`config.mk`:
```
export PLATFORM = sky130hd
export DESIGN_NAME = lcd_timing_gen
export DESIGN_NICKNAME = d
export VERILOG_FILES = /design/src/rtl/lcd_timing_gen.sv
export SDC_FILE = /design/constraint.sdc
export NUM_CORES = 1
export LEC_CHECK = 0
export BUFFER_PORTS_ARGS = -buffer_cell sky130_fd_sc_hd__buf_4
export CORE_UTILIZATION = 30
export CTS_CLUSTER_DIAMETER = 50
export CTS_CLUSTER_SIZE = 25
export DETAILED_ROUTE_END_ITERATION = 16
export SYNTH_ARGS = -nofsm -noshare
export SYNTH_HDL_FRONTEND = slang
export SYNTH_SLANG_ARGS = --single-unit
```
`constraint.sdc`:
```
create_clock -name clk -period 3.85 [get_ports clk]
set_input_delay 0.1925 -clock clk [delete_from_list [all_inputs] [get_ports clk]]
set_output_delay 0.1925 -clock clk [all_outputs]
set_load 0.05 [all_outputs]
```
`src/rtl/lcd_timing_gen.sv`:
```
// ---------------------------------------------------------------------------
// lcd_timing_gen
//
// LCD timing and panel-control generator for the video section.
// It tracks the dot and line position, decodes the PPU mode, stretches
// pixel transfer while the pixel pipe stalls, and drives the panel pins.
// It also produces the LY==LYC coincidence flag and the edge-detected STAT
// interrupt.
//
// Ports
//   clk          dot clock
//   reset_video  synchronous active-high reset (has priority over lcd_en)
//   lcd_en       LCDC bit 7; 0 holds the block idle (same effect as reset)
//   pix_stall    pixel pipe stall; freezes pixel push during transfer
//   lyc          LYC register
//   irq_sel      STAT enables: [0] hblank, [1] vblank, [2] OAM, [3] LYC
//   dot          current dot within the line
//   ly           current line
//   mode         0 hblank, 1 vblank, 2 OAM scan, 3 transfer
//   pix_en       a pixel is pushed this cycle
//   coinc        registered ly == lyc
//   stat_irq     one-cycle STAT interrupt pulse
//   overrun      one-cycle pulse at dot 0 after a line ended still in mode 3
//   lcd_cpl      panel pixel clock (pix_en delayed one cycle)
//   lcd_fr       panel polarity
//   lcd_st       panel line strobe, dot 0 of each visible line
//   lcd_s        panel frame strobe, high for all of line 0
// ---------------------------------------------------------------------------
module lcd_timing_gen #(
    parameter int H_TOTAL  = 456,
    parameter int OAM_DOTS = 80,
    parameter int H_ACTIVE = 160,
    parameter int V_ACTIVE = 144,
    parameter int V_TOTAL  = 154,
    parameter int FR_LINES = 0,
    parameter int DOT_W    = $clog2(H_TOTAL),
    parameter int LINE_W   = $clog2(V_TOTAL)
) (
    input  logic              clk,
    input  logic              reset_video,
    input  logic              lcd_en,
    input  logic              pix_stall,
    input  logic [7:0]        lyc,
    input  logic [3:0]        irq_sel,
    output logic [DOT_W-1:0]  dot,
    output logic [LINE_W-1:0] ly,
    output logic [1:0]        mode,
    output logic              pix_en,
    output logic              coinc,
    output logic              stat_irq,
    output logic              overrun,
    output logic              lcd_cpl,
    output logic              lcd_fr,
    output logic              lcd_st,
    output logic              lcd_s
);

    localparam int PIX_W = $clog2(H_ACTIVE + 1);
    localparam int FRC_W = (FR_LINES > 1) ? $clog2(FR_LINES) : 1;

    typedef enum logic [1:0] {
        MODE_HBLANK = 2'd0,
        MODE_VBLANK = 2'd1,
        MODE_OAM    = 2'd2,
        MODE_XFER   = 2'd3
    } mode_t;

    // run is low while idle; the first enabled edge only raises it, so the
    // block comes out of idle at dot 0, line 0 in OAM scan.
    logic              run;
    logic [PIX_W-1:0]  pix_cnt;
    logic [FRC_W-1:0]  fr_cnt;
    logic              stat_prev;

    mode_t             mode_cur;
    logic              line_end;
    logic              frame_end;
    logic [DOT_W-1:0]  nxt_dot;
    logic [LINE_W-1:0] nxt_ly;
    logic              stat_line;

    assign line_end  = (dot == DOT_W'(H_TOTAL - 1));
    assign frame_end = line_end && (ly == LINE_W'(V_TOTAL - 1));

    // Mode is decoded from the registered position and pixel count, so the
    // transfer phase ends in the same cycle the pixel count reaches H_ACTIVE.
    always_comb begin
        mode_cur = MODE_HBLANK;
        if (!run)
            mode_cur = MODE_HBLANK;
        else if (ly >= LINE_W'(V_ACTIVE))
            mode_cur = MODE_VBLANK;
        else if (dot < DOT_W'(OAM_DOTS))
            mode_cur = MODE_OAM;
        else if (pix_cnt < PIX_W'(H_ACTIVE))
            mode_cur = MODE_XFER;
        else
            mode_cur = MODE_HBLANK;
    end

    assign mode   = mode_cur;
    assign pix_en = (mode_cur == MODE_XFER) && !pix_stall;

    // Next position; held at the origin on the edge that leaves idle.
    always_comb begin
        nxt_dot = '0;
        nxt_ly  = '0;
        if (run) begin
            if (line_end) begin
                nxt_dot = '0;
                nxt_ly  = frame_end ? '0 : ly + 1'b1;
            end else begin
                nxt_dot = dot + 1'b1;
                nxt_ly  = ly;
            end
        end
    end

    always_comb begin
        stat_line = 1'b0;
        if (run)
            stat_line = (irq_sel[0] && mode_cur == MODE_HBLANK) ||
                        (irq_sel[1] && mode_cur == MODE_VBLANK) ||
                        (irq_sel[2] && mode_cur == MODE_OAM)    ||
                        (irq_sel[3] && coinc);
    end

    always_ff @(posedge clk) begin
        if (reset_video || !lcd_en) begin
            run       <= 1'b0;
            dot       <= '0;
            ly        <= '0;
            pix_cnt   <= '0;
            fr_cnt    <= '0;
            stat_prev <= 1'b0;
            coinc     <= 1'b0;
            stat_irq  <= 1'b0;
            overrun   <= 1'b0;
            lcd_cpl   <= 1'b0;
            lcd_fr    <= 1'b0;
            lcd_st    <= 1'b0;
            lcd_s     <= 1'b0;
        end else begin
            run <= 1'b1;
            dot <= nxt_dot;
            ly  <= nxt_ly;

            // A line that ends still in transfer is cut short; the count
            // restarts with the next line either way.
            if (line_end)
                pix_cnt <= '0;
            else if (pix_en)
                pix_cnt <= pix_cnt + 1'b1;

            overrun <= line_end && (mode_cur == MODE_XFER);
            lcd_cpl <= pix_en;
            lcd_st  <= (nxt_dot == '0) && (nxt_ly < LINE_W'(V_ACTIVE));
            lcd_s   <= (nxt_ly == '0);

            coinc     <= (8'(ly) == lyc);
            stat_prev <= stat_line;
            stat_irq  <= stat_line && !stat_prev;

            // FR: once per frame, or every FR_LINES line wraps with a free
            // running counter that ignores frame boundaries.
            if (FR_LINES == 0) begin
                if (run && frame_end)
                    lcd_fr <= ~lcd_fr;
            end else if (run && line_end) begin
                if (fr_cnt == FRC_W'(FR_LINES - 1)) begin
                    fr_cnt <= '0;
                    lcd_fr <= ~lcd_fr;
                end else begin
                    fr_cnt <= fr_cnt + 1'b1;
                end
            end
        end
    end

endmodule

```
==> results of run 1 <==
## metrics by stage
stage	hold WS, ns	util (%)	cells
3_3_place_gp	0.377	36.9	324
3_5_place_dp	0.379	36.9	324
4_1_cts	0.183	38.5	332
2_1_floorplan	0.368	-	221
5_1_grt	0.204	38.5	332
6_report	0.190	38.5	332
## routing by layer
metal	track usage, %	routed length, um
met1	19.1	2050
met2	22.0	1920
met3	3.37	171
met4	6.25	96
met5	0	0
## where the power goes
part	internal, mW	total, mW	switching [mW]
combinational	0.0185	0.0423	0.0239
sequential	0.354	0.356	0.00200
clock	0.144	0.280	0.136
## worst reg2reg max path: cells and delay by family, from the launching register on
kind,cells,cell delay (ns)
AND/OR/NAND/NOR,3,0.89
flip-flops,1,0.43
adder cells (fa/ha/maj),1,0.37
AO/OA/AOI/OAI,1,0.26
XOR/XNOR,1,0.20
## area by class of cell
type | count | area (um2) | share of cell area, %
multi-input cells | 167 | 1090 | 47.4
flip-flops and latches | 34 | 681 | 29.7
repair buffers | 42 | 315 | 13.7
well taps | 75 | 93.8 | 4.09
clock buffers | 6 | 82.6 | 3.60
inverters | 6 | 22.5 | 0.981
clock inverters | 2 | 12.5 | 0.545
## cell families (layout without fill, tap and decap cells)
kind of cell               Yosys count  count (layout)  synth area share [%]
xor gates and xnor gates            29              29                  13.6
AOI/OAI and AO/OA                   29              29                  10.4
DFF                                 34              34                  36.6
and+or+nand+nor                    100             100                  28.8
adders and majority gates            5               5                  3.36
buffers and inverters               20              56                  5.04
muxes                                4               4                  2.22
## final timing paths
check,startpoint,end
setup / recovery,ly[5]$_SDFF_PN0_,pix_en
hold / removal,pix_stall,lcd_cpl$_SDFF_PN0_
setup reg to reg,dot[1]$_SDFF_PN0_,lcd_s$_SDFF_PN0_
hold reg to reg,stat_prev$_SDFF_PN0_,stat_irq$_SDFF_PN0_
## layout by cell type (no fill, tap or decap), drive strengths merged, types with 7 or more instances in the layout
master  count
buf        42
xor2       10
nand3      13
a21oi       7
nand2      22
nor3        7
xnor2      19
nor2       29
dfxtp      34
==> reports/metrics.csv, run 1 <==
metric,value,unit
status,completed,
Place WS,1.70,ns
post-DP HPWL,3.13,mm
GPL Wtd Cong,0.805,
FF-to-FF path depth,6,
H-tree Lvls,2,
# port buffers,42,
PostCTS Resize Cnt,0,
Setup TNS,0,ns
Core Rows,28,
drt total wl,4.24,mm
Largest register FFs,9,
postcts setup bufs,0,
DR vias,1589,
average cell area after synthesis,8.42,um2
"EDFF count, synth",0,
n_diodes,0,
global-route wire length before repair,7.13,mm
die height,80.8,um
relative slew slack,60.8,%
Area contributors post-synth,"dfxtp_1 37%, xnor2_1 8.9%, nor2_1 5.6%",
io pins,43,
GRT Overall Usage,14.3,%
biggest regs,"dot: 9 flops, ly: 8 flops, pix_cnt: 8 flops",
Worst Tran Pin Value,0.584,ns
crit-path max FO,10,
Buf/Inv on CP,1,
final setup fails,0,
starting density of the core,31.3,%
hold depth,2,
Worst-Skew Late Latency,0.29,ns
"FF+latch count, synth",34,
critical path depth,4,
CTS Sinks,34,
Most used DFF post-synth,dfxtp_1,
synth warn,0,
Commonest cells post-synth,"34 x dfxtp_1, 28 x nor2_1, 22 x nand2_1, 19 x xnor2_1, 13 x nand3_1",
"slowest stage delay, CP",0.58,ns
Hold Fails Final Rpt,0,
initial drt markers,64,
share of layout cells above drive strength 1,22.6,%
post-synthesis cell type count,47,
gr ovfl total,0,
post-route ant nets,0,
RSZ-0062 raised after global routing,no,
LEAKAGE,0.835,nW
DR pass1 iterations,4,
CP max-delay cell,a2111o_1,
PD cells,296,nW/um2
initial antenna violation count,0,
die area,6520,um2
CTS tree,built,
VDD IR max,0.000107,V
fin nets,277,
residual DRC count,0,
Arrival @ worst endpoint,2.10,ns
via count of the first global-routing pass,1495,
Max clock buf depth,2,
Vias per Instance,4.79,
Filler Cells Inserted,618,
Die Span X,80.8,um
"area leader, netlist",dfxtp_1,
CP Cell Sequence,o31a_1 -> a2111o_1 -> nor2_2 -> buf_4,
total core area,5960,um2
nature of the critical path startpoint,flip-flop,
Biggest register,dot,
routed length per instance,12.8,um
WP data required,3.66,ns
Top Family by Delay on Critical Path,compound AO/OA/AOI/OAI gates,
"Reg clk slew, reported paths",0.08,ns
R2R Setup Slk,1.60,ns
crit share post-route,59.4,%
"Async S/R FF share, synth",0,%
f_max,437,MHz
design area,2290,um2
Root Driver,clkbuf_8,
TritonCTS Buffers,5,
Worst Hold Class,input port to flip-flop,
Synth top area share,36.6,%
clk_skew,0.00747,ns
sequential share of the synthesized area,36.6,%
critical path class,flip-flop to output pin,
max-slew violation count,0,
largest net degree at the start of global routing,14,
P&R area growth vs syn,23.3,%
Worst setup EP type,output pin,
final worst setup slack,1.56,ns
Post-CTS Hold Buffers,0,
top-count cell post-synth,dfxtp_1,
Syn Std Cell Area,1860,um2
Final min period,2.29,ns
max-cap violation count,0,
placed cell areas,2200,um2
Pwr Total,678,uW
Cells after Synth,221,
net count after synthesis,242,
(Power assumes the default switching activity.)
==> run 2, diff against run 1 <==
==> constraint.sdc (replaced) <==
create_clock -name clk -period 1.9 [get_ports clk]
set_input_delay 0.095 -clock clk [delete_from_list [all_inputs] [get_ports clk]]
set_output_delay 0.095 -clock clk [all_outputs]
set_load 0.05 [all_outputs]
==> reports/metrics.csv, run 2 (synthesized netlist as in run 1, its figures left out) <==
metric,value,unit
TritonCTS Buffers,5,
die area,6520,um2
biggest regs,"dot: 9 flops, ly: 8 flops, pix_cnt: 8 flops",
die height,80.8,um
crit share post-route,96.8,%
Worst Hold Class,input port to flip-flop,
RSZ-0062 raised after global routing,no,
initial antenna violation count,0,
Filler Cells Inserted,616,
max-slew violation count,0,
"most common cell after layout, fill and taps aside",buf_4,
final setup fails,0,
initial drt markers,96,
"slowest stage delay, CP",0.41,ns
PD cells,630,nW/um2
# port buffers,42,
Max clock buf depth,2,
Die Span X,80.8,um
Root Driver,clkbuf_8,
routed length per instance,13.2,um
f_max,544,MHz
post-route ant nets,0,
LEAKAGE,0.941,nW
GRT Overall Usage,15.5,%
CP Cell Sequence,o31a_1 -> a2111o_2 -> buf_4 -> nor4_4 -> xnor2_1 -> nor2_1,
H-tree Lvls,2,
gr ovfl total,0,
largest net degree at the start of global routing,14,
Largest register FFs,9,
P&R area growth vs syn,35.8,%
placed cell count,336,
max-cap violation count,0,
via count of the first global-routing pass,1607,
n_diodes,0,
fin nets,291,
CP max-delay cell,a2111o_2,
Worst setup EP type,flip-flop,
global-route wire length before repair,7.68,mm
Worst Tran Pin Value,0.550,ns
crit-path max FO,8,
Hold Fails Final Rpt,0,
status,completed,
DR vias,1690,
residual DRC count,0,
post-DP HPWL,3.30,mm
Worst-Skew Late Latency,0.29,ns
Non-Filler Instances,346,
critical path class,flip-flop to flip-flop,
WP data required,2.08,ns
Place WS,0.109,ns
Core Rows,28,
io pins,43,
drt total wl,4.57,mm
Pwr Total,1.59,mW
CTS tree,built,
Final min period,1.84,ns
DR pass1 iterations,4,
VDD IR max,0.000317,V
nature of the critical path startpoint,flip-flop,
Arrival @ worst endpoint,2.02,ns
starting density of the core,31.3,%
Biggest register,dot,
"Reg clk slew, reported paths",0.08,ns
CTS Sinks,34,
clk_skew,0.00644,ns
final worst setup slack,0.0606,ns
Vias per Instance,4.88,
relative slew slack,63.3,%
total core area,5960,um2
"commonest cells after routing, fill and taps aside","54 x buf_4, 28 x nor2_1, 22 x nand2_1, 19 x xnor2_1, 19 x dfxtp_1",
share of layout cells above drive strength 1,33.9,%
GPL Wtd Cong,0.794,
## run 2: worst paths after layout
kind                             start                      end  slack, ns  cells past startpoint
setup / recovery      ly[4]$_SDFF_PN0_  pix_cnt[5]$_SDFFE_PP0P_       0.06                      6
hold / removal               pix_stall       lcd_cpl$_SDFF_PN0_        0.1                      2
setup reg to reg      ly[4]$_SDFF_PN0_  pix_cnt[5]$_SDFFE_PP0P_       0.06                      6
hold reg to reg   stat_prev$_SDFF_PN0_      stat_irq$_SDFF_PN0_       0.39                      1
## run 2: power by group
part | leakage [nW] | total, mW | internal (mW) | switching (mW)
combinational | 0.588 | 0.0898 | 0.0391 | 0.0506
sequential | 0.284 | 0.711 | 0.709 | 0.00250
clock | 0.0696 | 0.790 | 0.507 | 0.283
## run 2: worst max-delay path, delay by kind of cell (launching register included)
kind | cells | cell delay (ns)
XOR/XNOR | 1 | 0.14
flip-flops | 1 | 0.38
AND/OR/NAND/NOR | 2 | 0.31
AO/OA/AOI/OAI | 2 | 0.71
buffers and inverters | 1 | 0.18
## run 2: cell type report
type	count	area (um2)	share of cell area [%]
well taps	75	93.8	3.71
clock inverters	1	30.0	1.19
flip-flops and latches	34	714	28.3
clock buffers	7	108	4.26
inverters	6	22.5	0.891
multi-input cells	167	1130	44.8
repair buffers	56	428	16.9
## run 2: metrics by stage
| stage | area (um2) | util, % | TNS (ns) | hold slack (ns) |
|---|---|---|---|---|
| after global placement | 2370 | 39.7 | 0 | 0.378 |
| after CTS | 2520 | 42.3 | 0 | 0.0838 |
| final | 2530 | 42.4 | 0 | 0.0964 |
| after detailed placement | 2370 | 39.7 | 0 | 0.378 |
| after global routing | 2530 | 42.4 | 0 | 0.103 |
| after floorplan | 1950 | - | -0.0524 | 0.274 |
## run 2: what timing repair did
action	CTS	global route
setup buffers	2	0
resized for setup	1	3
endpoints found under the hold margin	0	0
hold buffers	0	0
pin swaps	1	0
setup endpoints to repair	1	3
## run 2: per-layer routing
metal | global-route usage, % | vias to the layer above | part of all wire [%]
met5 | 0 | - | 0
li1 | - | 865 | -
met2 | 25.4 | 31 | 48
met4 | 6.96 | 0 | 2.1
met3 | 4.27 | 9 | 4.0
met1 | 18.9 | 785 | 45
==> run 3, diff against run 2 <==
--- a/config.mk
+++ b/config.mk
@@ -6,6 +6,7 @@
 export NUM_CORES = 1
 export LEC_CHECK = 0
 export BUFFER_PORTS_ARGS = -buffer_cell sky130_fd_sc_hd__buf_4
+export CORE_ASPECT_RATIO = 1.1
 export CORE_UTILIZATION = 30
 export CTS_CLUSTER_DIAMETER = 50
 export CTS_CLUSTER_SIZE = 25
==> reports/metrics.csv, run 3 (synthesized netlist as in run 1, its figures left out) <==
metric,value,unit
Arrival @ worst endpoint,1.71,ns
CP max-delay cell,a2111o_2,
Worst-Skew Late Latency,0.28,ns
P&R area growth vs syn,35.3,%
gr ovfl total,0,
die area,6530,um2
crit-path max FO,6,
routed length per instance,12.8,um
io pins,43,
drt total wl,4.47,mm
GPL Wtd Cong,0.772,
Filler Cells Inserted,642,
clk_skew,0.00561,ns
placed cell areas,2380,um2
nature of the critical path startpoint,flip-flop,
final hold slack,0.101,ns
LEAKAGE,0.933,nW
VDD IR max,0.000253,V
Vias per Instance,4.74,
Top Family by Delay on Critical Path,compound AO/OA/AOI/OAI gates,
die height,84.6,um
share of layout cells above drive strength 1,34.8,%
"most common cell after layout, fill and taps aside",buf_4,
Non-Filler Instances,350,
Core Rows,29,
status,completed,
initial drt markers,54,
CP Cell Sequence,o31a_1 -> a2111o_2 -> nor2_4 -> buf_4,
"slowest stage delay, CP",0.41,ns
CTS Sinks,34,
relative slew slack,62.8,%
# port buffers,42,
Largest register FFs,9,
final worst setup slack,0.0931,ns
PD cells,577,nW/um2
TritonCTS Buffers,5,
DR vias,1658,
max-cap violation count,0,
WP data required,1.80,ns
DR pass1 iterations,4,
design area,2520,um2
biggest regs,"dot: 9 flops, ly: 8 flops, pix_cnt: 8 flops",
Pwr Total,1.45,mW
max-slew violation count,0,
residual DRC count,0,
placed cell count,339,
RSZ-0062 raised after global routing,no,
"commonest cells after routing, fill and taps aside","57 x buf_4, 28 x nor2_1, 21 x nand2_1, 19 x xnor2_1, 19 x dfxtp_1",
Place WS,0.0953,ns
via count of the first global-routing pass,1586,
Root Driver,clkbuf_8,
largest net degree at the start of global routing,14,
"Reg clk slew, reported paths",0.07,ns
critical path class,flip-flop to output pin,
n_diodes,0,
Setup TNS,0,ns
starting density of the core,31.7,%
fin nets,293,
Worst setup EP type,output pin,
Biggest register,dot,
Hold Fails Final Rpt,0,
post-DP HPWL,3.30,mm
total core area,5880,um2
final setup fails,0,
post-layout util,42.9,%
Final min period,1.81,ns
post-route ant nets,0,
Die Span X,77.1,um
Buf/Inv on CP,1,
initial antenna violation count,0,
Worst Hold Class,input port to flip-flop,
H-tree Lvls,2,
crit share post-route,95.1,%
f_max,553,MHz
CTS tree,built,
Max clock buf depth,2,
global-route wire length before repair,7.42,mm
GRT Overall Usage,14.4,%
Worst Tran Pin Value,0.557,ns
run 3: power by group:
| group | internal (mW) | switching (mW) |
|---|---|---|
| clock network | 0.393 | 0.260 |
| logic | 0.0394 | 0.0510 |
| registers | 0.709 | 0.00270 |
run 3: path summary, 6_finish.rpt:
| path | start | endpoint | slack [ns] | cells after the start |
|---|---|---|---|---|
| setup / recovery | ly[4]$_SDFF_PN0_ | pix_en | 0.09 | 4 |
| hold / removal | pix_stall | lcd_cpl$_SDFF_PN0_ | 0.10 | 2 |
| setup reg to reg | ly[4]$_SDFF_PN0_ | pix_cnt[3]$_SDFFE_PP0P_ | 0.11 | 6 |
| hold reg to reg | stat_prev$_SDFF_PN0_ | stat_irq$_SDFF_PN0_ | 0.40 | 1 |
run 3: final cells by class:
type,instances,area [um2],share of cell area (%)
Multi-Input combinational cell,167,1140,45.3
Clock inverter,1,30.0,1.19
Clock buffer,7,76.3,3.03
Timing Repair Buffer,58,439,17.4
Tap cell,77,96.3,3.82
Inverter,6,22.5,0.894
Sequential cell,34,714,28.4
run 3: timing repair:
item | in CTS | in global routing
gates cloned | 0 | 0
gates resized for setup | 1 | 5
setup endpoints to repair | 1 | 5
hold buffers | 0 | 0
pin swaps | 1 | 1
buffers inserted | 1 | 2
run 3: layer usage:
metal	GRT usage (%)	routed length (um)	vias to the layer above
li1	-	-	862
met1	18.0	2100	762
met2	23.8	2140	28
met3	3.80	163	6
met4	5.32	66	0
met5	0	0	-
